===== src/rtl/mc_control.sv =====
// Multi-cycle MIPS control sequencer: Moore FSM driving datapath enables and mux selects,
// with a memory-ready handshake, a sticky illegal-opcode trap and a retired-instruction counter.
module mc_control #(
    parameter logic [5:0] OP_RTYPE = 6'b000000,
    parameter logic [5:0] OP_SUBI  = 6'b011000,
    parameter logic [5:0] OP_LW    = 6'b100011,
    parameter logic [5:0] OP_SW    = 6'b101011,
    parameter logic [5:0] OP_BEQ   = 6'b000100,
    parameter int         CNT_W    = 32
) (
    input  logic             clk,
    input  logic             rst,
    input  logic [5:0]       opcode,
    input  logic             mem_ready,
    output logic             PCWrite,
    output logic             PCWriteCond,
    output logic             IorD,
    output logic             MemRead,
    output logic             MemWrite,
    output logic             IRWrite,
    output logic             MemToReg,
    output logic             RegDst,
    output logic             RegWrite,
    output logic             ALUSrcA,
    output logic [1:0]       ALUSrcB,
    output logic [1:0]       ALUOp,
    output logic [1:0]       PCSource,
    output logic             illegal,
    output logic [3:0]       state,
    output logic [CNT_W-1:0] instr_count
);

    localparam logic [3:0] FETCH  = 4'd0;
    localparam logic [3:0] DECODE = 4'd1;
    localparam logic [3:0] MEMADR = 4'd2;
    localparam logic [3:0] MEMRD  = 4'd3;
    localparam logic [3:0] MEMWB  = 4'd4;
    localparam logic [3:0] MEMWR  = 4'd5;
    localparam logic [3:0] RTEXE  = 4'd6;
    localparam logic [3:0] RTWB   = 4'd7;
    localparam logic [3:0] ITEXE  = 4'd8;
    localparam logic [3:0] ITWB   = 4'd9;
    localparam logic [3:0] BEQEX  = 4'd10;
    localparam logic [3:0] TRAP   = 4'd11;

    logic [3:0]       state_q, state_d;
    logic             illegal_q, illegal_d;
    logic [CNT_W-1:0] cnt_q, cnt_d;
    logic             retire;

    // Next-state, retirement and sticky trap flag.
    always_comb begin
        state_d = state_q;
        retire  = 1'b0;
        case (state_q)
            FETCH: begin
                if (mem_ready) state_d = DECODE;
                else           state_d = FETCH;
            end
            DECODE: begin
                case (opcode)
                    OP_LW, OP_SW: state_d = MEMADR;
                    OP_RTYPE:     state_d = RTEXE;
                    OP_SUBI:      state_d = ITEXE;
                    OP_BEQ:       state_d = BEQEX;
                    default:      state_d = TRAP;
                endcase
            end
            MEMADR: begin
                if (opcode == OP_LW)      state_d = MEMRD;
                else if (opcode == OP_SW) state_d = MEMWR;
                else                      state_d = TRAP;
            end
            MEMRD: begin
                if (mem_ready) state_d = MEMWB;
                else           state_d = MEMRD;
            end
            MEMWR: begin
                if (mem_ready) begin
                    state_d = FETCH;
                    retire  = 1'b1;
                end else begin
                    state_d = MEMWR;
                end
            end
            MEMWB, RTWB, ITWB, BEQEX: begin
                state_d = FETCH;
                retire  = 1'b1;
            end
            RTEXE:   state_d = RTWB;
            ITEXE:   state_d = ITWB;
            TRAP:    state_d = TRAP;
            default: state_d = TRAP;
        endcase

        illegal_d = illegal_q | (state_d == TRAP);

        if (retire) cnt_d = cnt_q + {{(CNT_W-1){1'b0}}, 1'b1};
        else        cnt_d = cnt_q;
    end

    // State, trap flag and retirement counter registers.
    always_ff @(posedge clk or posedge rst) begin
        if (rst) begin
            state_q   <= FETCH;
            illegal_q <= 1'b0;
            cnt_q     <= {CNT_W{1'b0}};
        end else begin
            state_q   <= state_d;
            illegal_q <= illegal_d;
            cnt_q     <= cnt_d;
        end
    end

    // Moore output decode; rst masks everything so no write can slip out mid-reset.
    always_comb begin
        PCWrite     = 1'b0;
        PCWriteCond = 1'b0;
        IorD        = 1'b0;
        MemRead     = 1'b0;
        MemWrite    = 1'b0;
        IRWrite     = 1'b0;
        MemToReg    = 1'b0;
        RegDst      = 1'b0;
        RegWrite    = 1'b0;
        ALUSrcA     = 1'b0;
        ALUSrcB     = 2'b00;
        ALUOp       = 2'b00;
        PCSource    = 2'b00;
        if (rst) begin
            PCWrite = 1'b0;
        end else begin
            case (state_q)
                FETCH: begin
                    MemRead = 1'b1;
                    ALUSrcB = 2'b01;
                    IRWrite = mem_ready;
                    PCWrite = mem_ready;
                end
                DECODE: ALUSrcB = 2'b11;
                MEMADR: begin
                    ALUSrcA = 1'b1;
                    ALUSrcB = 2'b10;
                end
                MEMRD: begin
                    MemRead = 1'b1;
                    IorD    = 1'b1;
                end
                MEMWB: begin
                    RegWrite = 1'b1;
                    MemToReg = 1'b1;
                end
                MEMWR: begin
                    IorD     = 1'b1;
                    MemWrite = mem_ready;
                end
                RTEXE: begin
                    ALUSrcA = 1'b1;
                    ALUOp   = 2'b10;
                end
                RTWB: begin
                    RegWrite = 1'b1;
                    RegDst   = 1'b1;
                end
                ITEXE: begin
                    ALUSrcA = 1'b1;
                    ALUSrcB = 2'b10;
                    ALUOp   = 2'b01;
                end
                ITWB: RegWrite = 1'b1;
                BEQEX: begin
                    ALUSrcA     = 1'b1;
                    ALUOp       = 2'b01;
                    PCWriteCond = 1'b1;
                    PCSource    = 2'b01;
                end
                default: PCWrite = 1'b0;
            endcase
        end
    end

    assign illegal     = illegal_q;
    assign state       = state_q;
    assign instr_count = cnt_q;

endmodule


===== config.mk =====
export PLATFORM = sky130hd
export DESIGN_NAME = mc_control
export DESIGN_NICKNAME = d
export VERILOG_FILES = /design/src/rtl/mc_control.sv
export SDC_FILE = /design/constraint.sdc
export NUM_CORES = 1
export LEC_CHECK = 0
export ABC_AREA = 1
export CORE_MARGIN = 10
export CORE_UTILIZATION = 55
export CTS_BUF_LIST = sky130_fd_sc_hd__clkbuf_4 sky130_fd_sc_hd__clkbuf_8
export DETAILED_ROUTE_END_ITERATION = 10
export GPL_TIMING_DRIVEN = 0
export PLACE_DENSITY = 0.88
export SYNTH_ARGS = -nofsm -noshare
export SYNTH_HDL_FRONTEND = slang
export SYNTH_SLANG_ARGS = --single-unit

===== constraint.sdc =====
create_clock -name clk -period 5.9 [get_ports clk]
set_input_delay 1.18 -clock clk [delete_from_list [all_inputs] [get_ports clk]]
set_output_delay 1.18 -clock clk [all_outputs]
set_load 0.01 [all_outputs]

==> results of run 1 <==
[flip-flops by register name (all words and copies together) (netlist names)]
register	count
state	4
instr_count	32
illegal	1
[through the flow]
stage	setup WS (ns)	util (%)	cells	instance area [sq um]
2_1_floorplan	2.19	-	369	2420
3_3_place_gp	0.895	71.8	481	3080
3_5_place_dp	1.39	71.8	481	3080
4_1_cts	1.39	73.8	489	3170
5_1_grt	1.25	73.8	489	3170
6_report	1.45	73.8	489	3170
[routing by layer]
layer  track usage (%)  vias up  routed length (microns)
li1                  -     1276                        -
met1              20.5     1145                     2610
met2              30.4       82                     3160
met3              4.13       14                      444
met4              7.51        0                      161
met5                 0        -                        0
[area by class of cell]
type | instances | area [sq um] | area share (%)
clock inverters | 2 | 10.0 | 0.316
well taps | 52 | 65.1 | 2.05
inverters | 38 | 143 | 4.50
multi-input cells | 285 | 1290 | 40.6
flip-flops and latches | 37 | 926 | 29.2
plain buffers | 9 | 63.8 | 2.01
clock buffers | 6 | 76.3 | 2.41
repair buffers | 60 | 601 | 18.9
[worst paths after layout]
| check | start | to |
|---|---|---|
| setup / recovery | rst | ALUSrcA |
| hold / removal | illegal | illegal |
| setup reg to reg | instr_count[0] | instr_count[20] |
| hold reg to reg | illegal | illegal |
| max in group asynchronous | rst | instr_count[17] |
| min in group asynchronous | rst | illegal |
[cells in the final DEF (no fill, tap or decap)]
| master | n |
|---|---|
| o21ai_1 | 4 |
| clkdlybuf4s50_1 | 60 |
| o221ai_1 | 1 |
| o21ai_0 | 3 |
| nand2_2 | 2 |
| nand3_2 | 1 |
| inv_1 | 31 |
| nor2_2 | 2 |
| clkinv_2 | 2 |
| buf_2 | 3 |
| nand2_1 | 145 |
| nor4_1 | 2 |
| nor3_1 | 11 |
| nand3b_1 | 3 |
| ha_1 | 1 |
| nand4_1 | 6 |
| clkbuf_1 | 1 |
| inv_2 | 7 |
| xor2_1 | 4 |
| a31o_2 | 1 |
| clkbuf_4 | 1 |
| dfrtp_1 | 37 |
| xnor2_1 | 15 |
| conb_1 | 1 |
| nor2_1 | 60 |
| clkbuf_8 | 5 |
| a21oi_1 | 3 |
| nand3_1 | 19 |
| buf_6 | 2 |
| o21ai_2 | 1 |
| buf_4 | 3 |
[worst max-delay path, cell delays in order]
cell,delay [ns]
clkdlybuf4s50_1,0.42
clkbuf_1,0.22
inv_2,0.65
a31o_2,0.26
clkdlybuf4s50_1,0.54
[cells by family after synthesis]
| family | Yosys count | share of synthesized area (%) |
|---|---|---|
| xor+xnor | 19 | 6.88 |
| flops | 37 | 38.3 |
| other cells | 1 | 0.155 |
| fa+ha+maj | 1 | 0.517 |
| simple gates | 251 | 42.5 |
| buf+inv | 47 | 8.54 |
| compound gates | 13 | 3.16 |
[power by group]
part	switching [mW]	total (mW)	internal [mW]	leakage [nW]
combinational	0.257	0.452	0.196	0.860
sequential	0.0374	0.326	0.288	0.489
clock	0.0894	0.176	0.0865	0.0484
total	0.383	0.954	0.570	1.40
==> results.md, run 1 <==
* Hold WS at 0.490 ns
* Clk_skew at 0.00905 ns
* Vias at 2517
* N_diodes at 0
* Mapped Cells at 369
* MaxCap Viol Count at 0
* Syn Area/Cell at 6.55 sq um
* Top cells by area, synth: dfrtp_1 (38%), nand2_1 (23%), nor2_1 (9.3%)
* Leading register cell type out of synthesis: dfrtp_1
* Clk_lat worst skew at 0.29 ns
* Least-Margin Pin Slew at 0.811 ns
* Netlist Area Pre-Place at 2420 sq um
* Die area at 7450 sq um
* Post-layout net count at 446
* Power Dens Cells at 301 nW/um^2
* Final Hold Fails at 0
* Synthesis warning total at 0
* Maximum clock frequency at 0.225 GHz
* Startpoint types: input port
* GRT overflow at 0
* Clock Tree Buf Depth at 2
* R2r worst-path depth at 10
* Pleak at 1.40 nW
* VDD IR max at 0.000210 V
* Drt via density at 5.15
* Die span in y at 86.3 microns
* Wire length per cell at 13.0 microns
* Rel. slew slack at 45.9%
* Hold path cells at 2
* Layout area overhead at 31.1%
* Critical path capture point type: output pin
* Clock-pin slew of the registers on the worst-case setup and hold paths at 0.08 ns
* Crit path max fanout at 40
* Synth top cells by count: nand2_1 (145), nor2_1 (60), dfrtp_1 (37)
* Fill count at 358
* Post-synth top area cell: dfrtp_1
* CP required at 4.72 ns
* EDFF count, synth at 0
* Io pins at 62
* Residual DRC count at 0
* Vias in the first global route at 2475
* Core area at 4290 sq um
* Share of layout cells above drive strength 1 at 6.86%
* Final setup viols at 0
* Slew Viols, Final at 0
* Post-Syn Nets at 379
* CTS Root Cell: clkbuf_8
* Crit share post-route at 75.5%
* RSZ-0062 raised after global routing: no
* # rows at 24
* Hold Crit Class: flip-flop to flip-flop
* IO buf count at 60
* Setup_tns at 0 ns
* Tot Pwr at 0.954 mW
* Yosys top cell area share at 38.3%
* Sequential fraction of the synthesis area at 38.3%
* Pre-antenna DRT Iters at 4
* Synth Register Bits at 37
* Minimum clock period at 4.45 ns
* Setup bufs post-CTS at 0
* FFs w/ async S/R, synth at 100%
* Top-count cell post-synth: nand2_1
* Gr usage total at 17.7%
* Sink Count at 37
* Largest net degree at the start of global routing at 41
* Hold buffer count at cts at 0
* Worst Path Arrival at 3.27 ns
* CP Class: input port to output pin
* CTS tree: yes
* First-pass GRT wire length at 11100 microns
* Total CTS buffers at 5
* Initial antenna violation count at 0
* Status: finished, final reports clean
* CTS H-Tree Depth at 2
* Final WL at 6370 microns
* DR iter-0 viols at 144
* Resized Gates After CTS at 0
* Die Wd at 86.3 microns
* HPWL Detailed at 5200 microns
* Post-synthesis cell type count at 27
* Routability cong. at 0.915
* Antenna Nets Post-Route at 0
* Setup slack, reg-to-reg at 4.11 ns
* Initial Util at 56.3%
(Power assumes the default switching activity.)
==> run 2: changes to the inputs <==
- CORE_UTILIZATION: 55 -> 51
- PLACE_DENSITY: 0.88 -> 0.83
- clock period: 5.9 -> 4.1 ns (I/O delays scaled with it)
==> run 2 against run 1 <==
Compared with the run above:
- global-route usage fell by 0.27 points
- flip-flop and latch count is the same
- largest cell class unchanged
- critical endpoint unchanged
- register-to-register slack lost 1.8 ns
- worst setup slack lost 1.1 ns
- die area is 6.0% higher
- final cell count stayed put
==> results.md, run 2 (synthesized netlist as in run 1, its figures left out) <==
* Vias at 2534
* Core area at 4470 sq um
* Tot Pwr at 1.39 mW
* Initial Util at 54.1%
* Power Dens Cells at 437 nW/um^2
* Clock Tree Buf Depth at 2
* Final setup viols at 0
* Hold buffer count at cts at 0
* Residual DRC count at 0
* Setup bufs post-CTS at 0
* # rows at 24
* Hold path cells at 2
* Die Wd at 88.9 microns
* NetSw at 0.572 mW
* DR iter-0 viols at 169
* Post-layout net count at 446
* Vias in the first global route at 2383
* Wire length per cell at 13.4 microns
* Gr usage total at 17.4%
* Worst path cell trace: clkdlybuf4s50_1 -> clkbuf_1 -> inv_2 -> a31o_2 -> clkdlybuf4s50_1
* Pre-antenna DRT Iters at 4
* Die area at 7900 sq um
* VDD IR max at 0.000309 V
* Hold Crit Class: flip-flop to flip-flop
* Crit path max fanout at 40
* Clk pwr share at 18.6%
* GRT overflow at 0
* Crit share post-route at 91.1%
* Critical path capture point type: output pin
* Place WS at 0.297 ns
* Startpoint types: input port
* Least-Margin Pin Slew at 0.824 ns
* N_diodes at 0
* CTS Root Cell: clkbuf_8
* Setup slack, reg-to-reg at 2.33 ns
* CP required at 3.28 ns
* Worst Path Arrival at 2.92 ns
* Rel. slew slack at 45.0%
* Share of layout cells above drive strength 1 at 6.86%
* Hold Path End: illegal
* Worst R2R Start: instr_count[0]
* MaxCap Viol Count at 0
* Antenna Nets Post-Route at 0
* Resized Gates After CTS at 0
* Largest net degree at the start of global routing at 41
* Logic pwr share at 47.3%
* Die span in y at 88.9 microns
* Total CTS buffers at 5
* IO buf count at 60
* Most common cell after layout, fill and taps aside: nand2_1
* Busiest layer in global routing: met2
* RSZ-0062 raised after global routing: no
* CTS tree: yes
* Switching Fraction at 41.2%
* R2r worst-path depth at 10
* Clock-pin slew of the registers on the worst-case setup and hold paths at 0.08 ns
* Met3 Resource Use GR at 4.69%
* Met2 usage at 28.2%
* Sink Count at 37
* CP Class: input port to output pin
* Status: finished, final reports clean
* Initial antenna violation count at 0
* Slowest CP cell: inv_2
* Commonest non-fill, non-tap cells in the layout: nand2_1 (145), nor2_1 (60), clkdlybuf4s50_1 (60)
* Final setup margin at 0.363 ns
* Clk_skew at 0.00529 ns
* Final Hold Fails at 0
* HPWL Detailed at 5230 microns
* Routability cong. at 0.930
* Slew Viols, Final at 0
* GRT met1 Usage at 22.1%
* Max reg flops at 32
* CP max stage delay at 0.66 ns
* Drt via density at 5.18
* First-pass GRT wire length at 11000 microns
* Hold WS at 0.476 ns
* Layout area overhead at 31.1%
* Final WL at 6540 microns
* Sequential share of power at 34.1%
* Fill count at 402
* CP most frequent cell: clkdlybuf4s50_1
* Pleak at 1.39 nW
* Internal at 0.814 mW
* CTS H-Tree Depth at 2
* Capturing point of the worst reg2reg path: instr_count[28]
* Maximum clock frequency at 0.268 GHz
* Io pins at 62
* Minimum clock period at 3.74 ns
* Clk_lat worst skew at 0.29 ns
* Min-delay src: illegal
-- run 2: metal layers --
layer  vias to the layer above  share of wire [%]
met5                         -                  0
met4                         0               0.78
met3                         7                8.0
met2                        76                 48
met1                      1172                 43
li1                       1279                  -
-- run 2: how the worst max path moves through the flow --
stage               to  from  slack (ns)
3_5_place_dp   ALUSrcA   rst        0.30
4_1_cts        ALUSrcA   rst        0.29
5_1_grt        ALUSrcA   rst        0.15
6_report       ALUSrcA   rst        0.36
2_1_floorplan  ALUSrcA   rst        1.11
3_3_place_gp   ALUSrcA   rst       -0.19
-- run 2: critical path, delay by kind of cell --
family | cells | cell delay, ns
compound gates | 1 | 0.27
buf+inv | 4 | 1.83
-- run 2: layout make-up --
class	count	area [sq um]	area share, %
tap	52	65.1	2.05
inverter	38	143	4.50
clock buffer	5	68.8	2.17
buffer	9	63.8	2.01
clock inverter	3	17.5	0.552
multi-input combinational	285	1290	40.6
timing repair buffer	60	601	18.9
sequential	37	926	29.2
-- run 2: power groups by stage --
stage	sequential (mW)	combinational (mW)	clock, mW
2_1_floorplan	0.490	0.381	0
3_3_place_gp	0.477	0.646	0
3_5_place_dp	0.480	0.656	0
4_1_cts	0.472	0.659	0.262
5_1_grt	0.482	0.734	0.280
6_report	0.472	0.655	0.258
-- run 2: metrics by stage --
stage	cells	util, %	TNS (ns)	cell area (sq um)
2_1_floorplan	369	-	0	2420
3_3_place_gp	481	68.9	-0.370	3080
3_5_place_dp	481	68.9	0	3080
4_1_cts	489	70.9	0	3170
5_1_grt	489	70.9	0	3170
6_report	489	70.9	0	3170
